===== src/rtl/lsu_ctrl.sv =====
// lsu_ctrl: multi-cycle load/store controller that sits between the execute
// stage and a word-addressed data memory. The memory has a combinational read
// and a synchronous write. Sub-word stores are done as read-modify-write of
// the containing word. Misaligned, illegal-size and out-of-range requests get
// an error response and never write memory.
// Optional feature: define LSU_PERF_CNT_EN to add load/store/error counters.

package params_pkg;
  localparam int MEM_SIZE   = 64;
  localparam int ADDR_WIDTH = 8;
  localparam int DATA_WIDTH = 32;
endpackage

module lsu_ctrl #(
  parameter int MEM_SIZE   = params_pkg::MEM_SIZE,
  parameter int ADDR_WIDTH = params_pkg::ADDR_WIDTH,
  parameter int DATA_WIDTH = params_pkg::DATA_WIDTH
) (
  input  logic                  clk_i,
  input  logic                  rst_i,
  input  logic                  req_valid_i,
  output logic                  req_ready_o,
  input  logic                  req_we_i,
  input  logic [1:0]            req_size_i,
  input  logic                  req_signed_i,
  input  logic [ADDR_WIDTH+1:0] req_addr_i,
  input  logic [DATA_WIDTH-1:0] req_wdata_i,
  output logic                  resp_valid_o,
  output logic                  resp_err_o,
  output logic [DATA_WIDTH-1:0] resp_rdata_o,
  output logic                  mem_wr_en_o,
  output logic [ADDR_WIDTH-1:0] mem_addr_o,
  output logic [DATA_WIDTH-1:0] mem_wr_data_o,
  input  logic [DATA_WIDTH-1:0] mem_rd_data_i
`ifdef LSU_PERF_CNT_EN
  ,
  output logic [31:0]           perf_loads_o,
  output logic [31:0]           perf_stores_o,
  output logic [31:0]           perf_errs_o
`endif
);

  typedef enum logic [1:0] {IDLE, RD, WR, RESP} state_t;

  // Widened copy of MEM_SIZE so the range check also works when MEM_SIZE == 2**ADDR_WIDTH.
  localparam logic [ADDR_WIDTH:0] MEM_SIZE_W = (ADDR_WIDTH+1)'(MEM_SIZE);

  generate
    if (DATA_WIDTH != 32) begin : g_badWidth
      $error("lsu_ctrl: DATA_WIDTH must be 32");
    end
  endgenerate

  state_t                r_state;
  state_t                w_nextState;
  logic                  r_we;
  logic [1:0]            r_size;
  logic                  r_signed;
  logic [1:0]            r_byteOff;
  logic [DATA_WIDTH-1:0] r_wdata;
  logic [ADDR_WIDTH-1:0] r_memAddr;
  logic [DATA_WIDTH-1:0] r_data;
  logic                  r_err;

  logic                  w_accept;
  logic                  w_reqErr;
  logic [ADDR_WIDTH:0]   w_wordIdx;
  logic [DATA_WIDTH-1:0] w_merged;
  logic [DATA_WIDTH-1:0] w_byteShift;
  logic [DATA_WIDTH-1:0] w_halfShift;
  logic [DATA_WIDTH-1:0] w_loadData;

  assign w_accept   = req_valid_i && (r_state == IDLE);
  assign w_wordIdx  = {1'b0, req_addr_i[ADDR_WIDTH+1:2]};
  assign mem_addr_o = r_memAddr;

  // Classify the incoming request as bad (illegal size, misaligned or past the end of memory).
  always_comb begin
    w_reqErr = 1'b0;
    case (req_size_i)
      2'b01:   w_reqErr = req_addr_i[0];
      2'b10:   w_reqErr = |req_addr_i[1:0];
      2'b11:   w_reqErr = 1'b1;
      default: w_reqErr = 1'b0;
    endcase
    if (w_wordIdx >= MEM_SIZE_W) begin
      w_reqErr = 1'b1;
    end
  end

  // State register; a reset in any state abandons the access.
  always_ff @(posedge clk_i) begin
    if (!rst_i) begin
      r_state <= IDLE;
    end else begin
      r_state <= w_nextState;
    end
  end

  // Next-state and output decode; write and response strobes are masked while reset is held.
  always_comb begin
    w_nextState   = r_state;
    req_ready_o   = 1'b0;
    resp_valid_o  = 1'b0;
    resp_err_o    = 1'b0;
    resp_rdata_o  = '0;
    mem_wr_en_o   = 1'b0;
    mem_wr_data_o = '0;
    case (r_state)
      IDLE: begin
        req_ready_o = 1'b1;
        if (req_valid_i) begin
          if (w_reqErr) begin
            w_nextState = RESP;
          end else if (req_we_i && (req_size_i == 2'b10)) begin
            w_nextState = WR;
          end else begin
            w_nextState = RD;
          end
        end
      end
      RD: begin
        w_nextState = r_we ? WR : RESP;
      end
      WR: begin
        mem_wr_en_o   = rst_i;
        mem_wr_data_o = r_data;
        w_nextState   = RESP;
      end
      RESP: begin
        resp_valid_o = rst_i;
        resp_err_o   = rst_i && r_err;
        resp_rdata_o = (rst_i && !r_err && !r_we) ? w_loadData : '0;
        w_nextState  = IDLE;
      end
      default: begin
        w_nextState = IDLE;
      end
    endcase
  end

  // Replace the addressed lane of the word just read with the store data.
  always_comb begin
    w_merged = mem_rd_data_i;
    case (r_size)
      2'b00:   w_merged[{r_byteOff, 3'b000} +: 8]      = r_wdata[7:0];
      2'b01:   w_merged[{r_byteOff[1], 4'b0000} +: 16] = r_wdata[15:0];
      default: w_merged = r_wdata;
    endcase
  end

  // Pull the addressed byte or half out of the read word and extend it.
  always_comb begin
    w_byteShift = r_data >> {r_byteOff, 3'b000};
    w_halfShift = r_data >> {r_byteOff[1], 4'b0000};
    case (r_size)
      2'b00:   w_loadData = {{24{r_signed & w_byteShift[7]}}, w_byteShift[7:0]};
      2'b01:   w_loadData = {{16{r_signed & w_halfShift[15]}}, w_halfShift[15:0]};
      default: w_loadData = r_data;
    endcase
  end

  // Latch the request on acceptance; r_data holds the write word for word stores, else the RD result.
  always_ff @(posedge clk_i) begin
    if (!rst_i) begin
      r_we      <= 1'b0;
      r_size    <= 2'b00;
      r_signed  <= 1'b0;
      r_byteOff <= 2'b00;
      r_wdata   <= '0;
      r_memAddr <= '0;
      r_data    <= '0;
      r_err     <= 1'b0;
    end else if (w_accept) begin
      r_we      <= req_we_i;
      r_size    <= req_size_i;
      r_signed  <= req_signed_i;
      r_byteOff <= req_addr_i[1:0];
      r_wdata   <= req_wdata_i;
      r_memAddr <= req_addr_i[ADDR_WIDTH+1:2];
      r_data    <= req_wdata_i;
      r_err     <= w_reqErr;
    end else if (r_state == RD) begin
      r_data    <= r_we ? w_merged : mem_rd_data_i;
    end
  end

`ifdef LSU_PERF_CNT_EN
  logic [31:0] r_perfLoads;
  logic [31:0] r_perfStores;
  logic [31:0] r_perfErrs;

  // Count each finished access by outcome during its response cycle.
  always_ff @(posedge clk_i) begin
    if (!rst_i) begin
      r_perfLoads  <= '0;
      r_perfStores <= '0;
      r_perfErrs   <= '0;
    end else if (r_state == RESP) begin
      if (r_err) begin
        r_perfErrs <= r_perfErrs + 32'd1;
      end else if (r_we) begin
        r_perfStores <= r_perfStores + 32'd1;
      end else begin
        r_perfLoads <= r_perfLoads + 32'd1;
      end
    end
  end

  assign perf_loads_o  = r_perfLoads;
  assign perf_stores_o = r_perfStores;
  assign perf_errs_o   = r_perfErrs;
`endif

endmodule

===== config.mk =====
export PLATFORM = sky130hd
export DESIGN_NAME = lsu_ctrl
export DESIGN_NICKNAME = d
export VERILOG_FILES = /design/src/rtl/lsu_ctrl.sv
export SDC_FILE = /design/constraint.sdc
export NUM_CORES = 1
export LEC_CHECK = 0
export CAP_MARGIN = 20
export CORE_MARGIN = 2
export CORE_UTILIZATION = 25
export CTS_CLUSTER_DIAMETER = 40
export DETAILED_ROUTE_END_ITERATION = 8
export PLACE_DENSITY = 0.54
export SYNTH_ARGS = -nofsm -noshare
export SYNTH_HDL_FRONTEND = slang
export SYNTH_SLANG_ARGS = --single-unit

===== constraint.sdc =====
create_clock -name clk_i -period 4.15 [get_ports clk_i]
set_input_delay 0.415 -clock clk_i [delete_from_list [all_inputs] [get_ports clk_i]]
set_output_delay 0.415 -clock clk_i [all_outputs]
set_load 0.005 [all_outputs]

Word level (Yosys, flattened, before mapping). Index checks and enable logic that the tools add are counted.

Add/subtract/negate cells: 2. Magnitude comparators: 1. Equality and inequality tests: 8. Shifts and indexed selects: 6. Muxes and demuxes: 21. Bitwise logic cells: 2. Reductions and logical operators: 11.

Operators with widths (count): 32-bit 2-to-1 mux (6); 32-bit one-hot mux with 2 select lines (2); 32-bit bitwise mux (2); 16-bit by 7-bit variable shift with 32-bit output (first input constant) (1); 8-bit by 7-bit variable shift with 32-bit output (first input constant) (1); 16-bit by 7-bit indexed part select with 32-bit output (1); 8-bit by 7-bit indexed part select with 32-bit output (1); 32-bit by 5-bit right shift with 16-bit output (1); 32-bit by 5-bit right shift with 8-bit output (1); 5-bit negator with 7-bit output (2); 2-bit == test (second input constant) (4); 8-bit by 7-bit greater-or-equal comparator with 1-bit output (second input constant) (1); 2-bit one-hot mux with 4 select lines (1); 2-bit by 1-bit == test with 1-bit output (second input constant) (3); 1-bit 2-to-1 mux (6); 2-bit 2-to-1 mux (3); 1-bit logical AND (5); 2-bit zero test (2); 1-bit one-hot mux with 3 select lines (1); 1-bit AND (2); 1-bit zero test (2); 2-bit != test (second input constant) (1); 2-bit nonzero test (1); 2-bit OR reduction (1).

Flip-flop bits (word level): 81. Input port bits: 81. Output and inout bits: 76. Word-level logic and storage cells: 60.

Longest topological paths before layout.
Word-level depth: 7. Gate-level depth with buffers: 9. Gate-level depth less buffers: 6.

Worst setup path after synthesis. No wires, ideal clock.

Kind: flip-flop to flip-flop. Start point: register r_byteOff[1]. End point: register r_data[16]. Setup time: 0.059 ns. Arrival time: 2.150 ns. Data required time: 4.091 ns. Slack: 1.942 ns. Cell stages (with the launch flop): 9. Path buffers: 2. Clock period less this slack: 2.208 ns. Cells stage by stage: dfxtp_1 buf_2 clkinv_1 ha_1 nor4b_4 and4_1 buf_2 o2bb2ai_1 o211a_1.

Longest elaborated chain between the ends: 7. Elaborated cells between the ends (all ways): 12. Classes of those cells: add/sub: 2; shift: 4; mux: 6.

RTL lines: start: declaration (RTL line 59) `logic [1:0] r_byteOff;`; start signal: assignment (RTL line 178) `r_byteOff <= req_addr_i[1:0];`; 5-bit negator with 7-bit output (on tied branches) (RTL line 147, 146); 16-bit by 7-bit indexed part select with 32-bit output, or another cell as far along (RTL line 147) `2'b01: w_merged[{r_byteOff[1], 4'b0000} +: 16] = r_wdata[15:0];`; 32-bit bitwise mux (on tied branches) (RTL line 147, 146); 32-bit one-hot mux with 2 select lines * (RTL line 145) `case (r_size)`; 32-bit 2-to-1 mux * (RTL line 184) `r_data <= r_we ? w_merged : mem_rd_data_i;`; 32-bit 2-to-1 mux * (RTL line 183) `end else if (r_state == RD) begin`; 32-bit 2-to-1 mux * (RTL line 174) `end else if (w_accept) begin`; end signal: assignment (RTL line 181) `r_data <= req_wdata_i;`; end signal: assignment (RTL line 184); end: declaration (RTL line 62) `logic [DATA_WIDTH-1:0] r_data;`.

Mark *: on every way between the ends. The rest lies on a longest branch, timed or not. The select of a mux whose other input is x is not followed. A chain may end at the register's enable or synchronous reset.

Worst setup path in the final report.
Start point: register r_byteOff[0]. End point: output port resp_rdata_o[6].

Longest elaborated chain between the ends: 4.

RTL lines: 32-bit by 5-bit right shift with 8-bit output (RTL line 154) `w_byteShift = r_data >> {r_byteOff, 3'b000};`; 32-bit one-hot mux with 2 select lines (RTL line 156) `case (r_size)`; 32-bit 2-to-1 mux (RTL line 133) `resp_rdata_o = (rst_i && !r_err && !r_we) ? w_loadData : '0;`; 32-bit 2-to-1 mux (RTL line 109) `case (r_state)`; end: declaration (RTL line 30) `output logic [DATA_WIDTH-1:0] resp_rdata_o,`.

Every way passes these cells.

==> run metrics <==
max_cap viols=0; Clock transition at path regs=0.07 ns; fin. max-slew vios=0; hold path start=r_wdata[28]$_SDFFE_PN0P_; Hold Path Depth=2; TritonCTS Buffers=9; R2R Path Start=r_state[0]$_SDFFE_PN0P_; sequential fraction of the synthesis area=0.298; Worst R2R Setup Slack=1.50 ns; skew final=0.00913 ns; die height=152 um; Syn Nets=811; die width=152 um; row cnt=53; gpl congestion=0.827; Ys Warns=0; reg2reg end=r_data[9]$_SDFFE_PN0P_; Placed Cells incl. Taps=1,099; post-synthesis mux area share=0.0520; max incr delay on CP=0.76 ns; Worst-Skew Late Latency=0.34 ns; CORE AREA=0.0212 mm2; Routed WL=22,000 um; Seq cells post-synth=81; slowest stage cell on the critical path=nor2b_1; cell taking the most area after synthesis=dfxtp_1; nets=926; CP Data Required Time=3.73 ns; Synth Cell Area=0.00544 mm2; HPWL Detailed=16,000 um; first-pass GRT wire length=32,900 um; antenna-violating nets left=0; Initial Util=0.256; Worst Slack Setup Final=0.900 ns; Worst Reg-to-Reg Cells=6; clock root buffer=clkbuf_16; grt ovf=0; Top FF cell, synth=dfxtp_1; commonest non-fill, non-tap cell in the layout=clkdlybuf4s50_1; post_cts resized=0; H-tree levels=3; post-synth top area share=0.298; vias in the first global route=5,436; I/O pin cnt=157; Crit Path Category=reg -> out; LEAKAGE=2.66 nW; most frequent CP cell=nor2_1; FILL cells=2,211; top cell family by delay on the critical path=simple AND/OR/NAND/NOR gates; sequential cell area=0.00162 mm2; hold buffers post-CTS=0; largest net degree at the start of global routing=54; diodes inserted=0; Worst slew margin=0.407; 1st-pass router iterations=5; # DRC=0; worst slew pin tran=0.883 ns; final-report setup violation count=0; CP Buf/Inv Count=1; setup repair bufs after CTS=0; Simple-Gate Fraction of Synth Area=0.246; Tcrit/Tclk final=0.783; clock sinks=81; EDFF count, synth=0; die area=0.0230 mm2; adder-cell share of the synthesized area=0.0207; status=completed; Peak Freq=308 MHz; synthesis-to-finish area growth=38.0%; post-synth cell types=49; Final Critical Period=3.25 ns; TNS Setup=0 ns; Place WS=1.31 ns; Fin. Hold Viols=0; Synth Area per Inst=7.54 um2; share of layout cells above drive strength 1=0.0749; most frequent cells in the layout=155 x clkdlybuf4s50_1, 141 x nand2_1, 80 x dfxtp_1, 66 x o21ai_0, 54 x a21boi_0; input/output buffers=156; area of the multi-input gates=0.00351 mm2; post-route insts no fill=1,116; CTS tree=done; cell count after synthesis=721; hold endpoint=r_wdata[28]$_SDFFE_PN0P_; Peak VDD IR=0.000263 V; largest cells by area after synthesis=dfxtp_1 30%, nand2_1 9.8%, a21boi_0 7.5%; initial antenna violation count=0; vias per std cell=5.25; unrepaired setup endpoints after global routing=no; DR WL/cell=19.7 um; ys async rst share=0; Crit. End Element=output pin; P per Cell Area=524 mW/mm2; worst hold path class=reg -> reg; cells along the critical path=nor2b_1, nor2_1, nor2_1, o221a_2, clkdlybuf4s50_1; All-Layer GR Usage=0.190; complex-gate fraction of the synthesized area=0.326; via count=5,863; Worst Path Max Fanout=15; WP data arrival=2.83 ns; largest family of logic cells by synthesized area=compound AO/OA/AOI/OAI gates; Iter 0 DRT Violations=515; Max clock buf depth=2; CP startpoint kind=register; Synth Area in XOR/XNOR=0
## layer usage
layer / global-route usage / share of wire
met3: 0.0296 / 0.075
met4: 0.0741 / 0.029
met1: 0.268 / 0.46
met5: 0 / 0
met2: 0.290 / 0.43
## report_power, final
| group | switching (mW) | internal [mW] |
|---|---|---|
| registers | 0.314 | 0.997 |
| clock network | 0.356 | 0.487 |
| logic | 1.00 | 0.776 |
| total | 1.67 | 2.26 |
## flip-flops by register name, indices dropped and copies added, names as in the netlist
signal / cells
r_data: 32
r_wdata: 32
mem_addr_o: 8
r_byteOff: 2
r_size: 2
r_state: 2
r_err: 1
r_signed: 1
r_we: 1
## cell usage after synthesis, drive strengths merged, types with 4 or more instances
master	n
nand2	142
dfxtp	81
o21ai	66
a21boi	54
nor2	38
and2	37
clkbuf	36
buf	30
nand3	24
o22ai	19
o2111ai	17
mux2	16
a22oi	14
a21oi	13
nor2b	12
and3	11
nor3	11
ha	9
a221o	8
a311oi	8
a41oi	8
mux2i	8
o211a	8
o211ai	8
o2bb2ai	8
o221a	7
inv	6
o21a	4
## worst reg2reg max path, stage by stage, from the launching register on
cell	delay [ns]
dfxtp_1	0.37
inv_1	0.08
ha_1	0.43
nand2_2	0.45
nand2_1	0.34
a21oi_1	0.67
a221o_1	0.27
## through the flow
| step | area, um2 | hold WS [ns] | total power [mW] | util |
|---|---|---|---|---|
| CTS | 7480 | 0.465 | 3.92 | 0.352 |
| global route | 7510 | 0.478 | 4.21 | 0.354 |
| detailed placement | 7170 | 0.456 | 3.07 | 0.338 |
| global placement | 7170 | 0.450 | 3.06 | 0.338 |
| finish | 7510 | 0.464 | 3.93 | 0.354 |
| floorplan | 5440 | 0.441 | 2.33 | - |
## kinds of logic (layout without fill, tap and decap cells)
logic type	Yosys count	count (layout)
multiplexers	25	25
AO/OA/AOI/OAI	247	247
flip-flops	81	81
AND/OR/NAND/NOR	286	286
adder cells (fa/ha/maj)	9	9
buffers and inverters	73	193
## worst max-delay path by stage
stage | endpoint | slack [ns] | depth (start not counted) | startpoint
after global placement | resp_rdata_o[6] | 1.35 | 5 | r_byteOff[0]$_SDFFE_PN0P_
after global routing | resp_rdata_o[2] | 0.71 | 5 | r_byteOff[0]$_SDFFE_PN0P_
after detailed placement | resp_rdata_o[6] | 1.31 | 5 | r_byteOff[0]$_SDFFE_PN0P_
final | resp_rdata_o[6] | 0.90 | 5 | r_byteOff[0]$_SDFFE_PN0P_
after CTS | resp_rdata_o[6] | 0.92 | 5 | r_byteOff[0]$_SDFFE_PN0P_
after floorplan | r_data[16]$_SDFFE_PN0P_ | 1.94 | 8 | r_byteOff[1]$_SDFFE_PN0P_
## layout make-up
class                   instances  area share
flip-flops and latches         81       0.216
well taps                     275      0.0458
clock inverters                 5     0.00833
repair buffers                170       0.226
multi-input cells             567       0.468
clock buffers                  11      0.0323
inverters                       7     0.00350
(Power assumes the default switching activity.)
